<file path="config.mk">
export PLATFORM = sky130hd
export DESIGN_NAME = pipe_stage_reg
export DESIGN_NICKNAME = d
export VERILOG_FILES = /design/src/rtl/pipe_stage_reg.sv
export SDC_FILE = /design/constraint.sdc
export NUM_CORES = 1
export LEC_CHECK = 0
export CORE_ASPECT_RATIO = 1.75
export CORE_UTILIZATION = 40
export DETAILED_ROUTE_END_ITERATION = 12
export PLACE_DENSITY_LB_ADDON = 0.15
export SKIP_CTS_REPAIR_TIMING = 1
export SYNTH_ARGS = -nofsm -noshare
export SYNTH_HDL_FRONTEND = slang
export SYNTH_SLANG_ARGS = --single-unit
export TNS_END_PERCENT = 10
</file>
<file path="constraint.sdc">
create_clock -name clk -period 2 [get_ports clk]
set_input_delay 0.4 -clock clk [delete_from_list [all_inputs] [get_ports clk]]
set_output_delay 0.4 -clock clk [all_outputs]
set_load 0.005 [all_outputs]
</file>
<file path="src/rtl/pipe_stage_reg.sv">
// pipe_stage_reg: generic MIPS pipeline-stage register (F/D, D/E, E/M, M/W).
// Carries an opaque payload, the PC, the branch-delay-slot flag and a valid
// bit. It supports bubble insertion that keeps the PC/BD fields, exception
// redirection to a fixed handler PC, and a saturating bubble counter.
module pipe_stage_reg #(
  parameter int              DATA_W   = 64,
  parameter int              PC_W     = 32,
  parameter logic [PC_W-1:0] RESET_PC = 32'h0000_3000,
  parameter logic [PC_W-1:0] EXC_PC   = 32'h0000_4180,
  parameter int              CNT_W    = 16
) (
  input  logic              clk,
  input  logic              reset,
  input  logic              stall,
  input  logic              flush,
  input  logic              req,
  input  logic              in_valid,
  input  logic [DATA_W-1:0] in_data,
  input  logic [PC_W-1:0]   in_pc,
  input  logic              in_bd,
  output logic              out_valid,
  output logic [DATA_W-1:0] out_data,
  output logic [PC_W-1:0]   out_pc,
  output logic              out_bd,
  output logic              out_loaded,
  output logic [CNT_W-1:0]  bubble_cnt
);

  localparam logic [CNT_W-1:0] CNT_MAX = '1;
  localparam logic [CNT_W-1:0] CNT_ONE = CNT_W'(1);

  logic              valid_d,  valid_q;
  logic [DATA_W-1:0] data_d,   data_q;
  logic [PC_W-1:0]   pc_d,     pc_q;
  logic              bd_d,     bd_q;
  logic              loaded_d, loaded_q;
  logic [CNT_W-1:0]  cnt_d,    cnt_q;

  // Next-state selection. Priority: req > stall > flush > load. Reset is
  // applied in the register block so it overrides everything.
  always_comb begin
    valid_d  = valid_q;
    data_d   = data_q;
    pc_d     = pc_q;
    bd_d     = bd_q;
    loaded_d = 1'b0;
    cnt_d    = cnt_q;
    if (req) begin
      valid_d = 1'b0;
      data_d  = '0;
      pc_d    = EXC_PC;
      bd_d    = 1'b0;
    end else if (stall) begin
      // Hold everything; out_loaded drops because nothing new was captured.
    end else if (flush) begin
      // Bubble keeps PC/BD so an exception on it reports the right PC.
      valid_d = 1'b0;
      data_d  = '0;
      pc_d    = in_pc;
      bd_d    = in_bd;
      if (cnt_q != CNT_MAX) begin
        cnt_d = cnt_q + CNT_ONE;
      end
    end else begin
      // Payload is captured even for an invalid slot; valid qualifies it.
      valid_d  = in_valid;
      data_d   = in_data;
      pc_d     = in_pc;
      bd_d     = in_bd;
      loaded_d = in_valid;
    end
  end

  // Stage registers with synchronous active-high reset.
  always_ff @(posedge clk) begin
    if (reset) begin
      valid_q  <= 1'b0;
      data_q   <= '0;
      pc_q     <= RESET_PC;
      bd_q     <= 1'b0;
      loaded_q <= 1'b0;
      cnt_q    <= '0;
    end else begin
      valid_q  <= valid_d;
      data_q   <= data_d;
      pc_q     <= pc_d;
      bd_q     <= bd_d;
      loaded_q <= loaded_d;
      cnt_q    <= cnt_d;
    end
  end

  assign out_valid  = valid_q;
  assign out_data   = data_q;
  assign out_pc     = pc_q;
  assign out_bd     = bd_q;
  assign out_loaded = loaded_q;
  assign bubble_cnt = cnt_q;

endmodule
</file>
==> results.tsv <==
metric	value	unit
clock root cell	clkbuf_16	
CTS Buf Count	17	
clock net sink count	115	
WP data arrival	2170	ps
boundary pin count	218	
final hold violation count	0	
commonest cells in the netlist	115 x dfxtp_1, 105 x nor2_1, 63 x a22oi_1	
slack of the critical path	115	ps
synthesized area	4270	sq um
layout cell share with drive strength beyond 1	0.109	
met3 wire length	716	um
post-synthesis net count	538	
total chip power	5.97	mW
max capacitance violation total	0	
nets	763	
Placer Congestion	0.822	
Reg-to-Reg End	bubble_cnt[2]	
Reg2Reg Setup Slack	310	ps
Post-synth EDFFs	0	
status	complete, no violations	
Power Density	825	nW/um^2
first-pass GRT wire length	20400	um
top cell type's share of synthesized area	0.539	
CP Launch Type	primary input	
Worst-Skew Late Latency	400	ps
Layout area overhead	69.4	%
RSZ-0062 raised after global routing	no	
period utilization	0.942	
# rows	49	
deepest clock path buffer count	2	
Hold EP	out_loaded	
htree depth	4	
post-route ant nets	0	
Crit Reg-Reg Startpoint	bubble_cnt[8]	
skew final	7.31	ps
Synth Register Bits	115	
YS warnings	0	
Detailed Routing Iterations Pass 1	4	
clock slew at reported path FFs	50	ps
Final Setup Violations	0	
DR WL/cell	16.4	um
CTS tree	done	
DRT iter0 DRCs	160	
vias per std cell	5.28	
routed vias	4214	
reg2reg path depth	5	
wl on met1	4620	um
top cells by area, synth	dfxtp_1 54%, a22oi_1 11%, nor2_1 9.2%, mux2i_1 7.7%, clkbuf_1 2.3%	
sequential area share after synthesis	0.539	
Port Buffers	217	
DRC	0	
CP Class	in -> reg	
Crit Path Max Fanout	4	
Tightest Pin Transition	818	ps
Antenna Cells	0	
Slew Limit Headroom	0.455	
ys flop type	dfxtp_1	
initial antenna violation count	0	
Die W	80.1	um
WHS Path Cells	3	
DP Worst Slack	-182	ps
post-detail-place hpwl	9330	um
Max Clk Rate	531	MHz
Syn Inst Count	434	
CORE AREA	10300	sq um
Overall Global Routing Usage	0.240	
Die Footprint	11100	sq um
ys async rst share	0	
Setup TNS	0	ps
highest metal used	met4	
vias in the first global route	4307	
largest net degree at the start of global routing	71	
Die Y	139	um
Worst Hold Class	in -> reg	
syn avg cell area	9.84	sq um
top-count cell post-synth	dfxtp_1	
Initial Util	0.415	
Netlist cell types	39	
largest area contributor in the netlist	dfxtp_1	
minimum clock period	1880	ps
Static Leak	2.72	nW
total wire length	13100	um
peak supply drop	636	uV
hold path startpoint	stall	
grt ovf	0	
Slew Limit Fails	0	
critical path required time	2290	ps
CP endpoint kind	flop	
Hold WS	468	ps
WL met2	7050	um
==> worst max-delay path, cell delays in order <==
cell             delay [ps]
clkdlybuf4s50_1         560
or3b_1                  480
nor4_1                  430
mux2i_1                 250
nor2_1                   60
==> worst max-delay path by stage <==
stage | to | startpoint | slack, ps
3_5_place_dp | bubble_cnt[12] | req | -180
6_report | bubble_cnt[12] | req | 120
4_1_cts | bubble_cnt[8] | bubble_cnt[8] | 150
2_1_floorplan | bubble_cnt[2] | bubble_cnt[0] | 200
5_1_grt | bubble_cnt[12] | req | 100
3_3_place_gp | bubble_cnt[12] | req | -150
==> through the flow <==
| step | cells | utilization | area (sq um) |
|---|---|---|---|
| 3_3_place_gp | 767 | 0.645 | 6640 |
| 6_report | 798 | 0.703 | 7240 |
| 4_1_cts | 798 | 0.703 | 7240 |
| 2_1_floorplan | 434 | - | 4270 |
| 5_1_grt | 798 | 0.703 | 7240 |
| 3_5_place_dp | 767 | 0.645 | 6640 |
==> sequential cells by signal, summed over array words and instances (netlist names) <==
signal / flops
bubble_cnt: 16
out_bd: 1
out_data: 64
out_loaded: 1
out_pc: 32
out_valid: 1
==> per-layer routing <==
layer / vias up / global-route usage
met4: 0 / 0.162
met5: - / 0
met2: 165 / 0.431
met3: 50 / 0.0691
met1: 2005 / 0.229
li1: 1994 / -
==> cell families (layout without fill, tap and decap cells) <==
family | count (synthesis) | after routing | share of synthesized area
AND/OR/NAND/NOR | 155 | 155 | 0.173
flip-flops | 115 | 115 | 0.539
adder cells (fa/ha/maj) | 1 | 1 | 0.00293
multiplexers | 38 | 38 | 0.0932
AO/OA/AOI/OAI | 91 | 91 | 0.154
buffers and inverters | 34 | 271 | 0.0378
==> power breakdown <==
| group | total, mW | switching [mW] | internal (mW) | leakage (nW) |
|---|---|---|---|---|
| Combinational | 0.576 | 0.217 | 0.359 | 1.50 |
| Clock | 3.02 | 1.01 | 2.01 | 0.285 |
| Sequential | 2.38 | 0.0275 | 2.35 | 0.934 |
==> placed cells by master, fill, tap and decap left out, types with 2 or more instances in the layout <==
cell / synthesis / layout
clkdlybuf4s50_1: 0 / 216
dfxtp_1: 115 / 115
nor2_1: 105 / 104
a22oi_1: 63 / 63
mux2i_1: 33 / 33
buf_4: 1 / 22
clkbuf_16: 0 / 17
a21oi_1: 10 / 10
nor2b_1: 8 / 8
nand3_1: 6 / 6
nand2_1: 5 / 5
nand4_1: 5 / 5
o31ai_1: 4 / 4
or4_1: 4 / 4
o21ai_0: 4 / 4
clkinv_2: 0 / 4
a211oi_1: 3 / 3
and3_1: 3 / 3
a21oi_2: 3 / 3
mux2_4: 3 / 3
clkinvlp_4: 0 / 3
bufinv_16: 0 / 3
or2_2: 2 / 2
o21bai_1: 2 / 2
and4_1: 2 / 2
nand3_2: 2 / 2
nor4_1: 2 / 2
or3_2: 2 / 2
nor3_1: 2 / 2
mux2_2: 2 / 2
nand2b_1: 2 / 2
clkbuf_1: 26 / 2
clkbuf_8: 0 / 2
buf_12: 0 / 2
==> area by class of cell <==
cell class / instances / area [sq um]
tap: 127 / 159
multi-input combinational: 285 / 1810
timing repair buffer: 240 / 2370
sequential: 115 / 2300
clock buffer: 21 / 460
fill: 781 / 3060
clock inverter: 10 / 133
No activity file was read; power rests on OpenSTA's default activity.
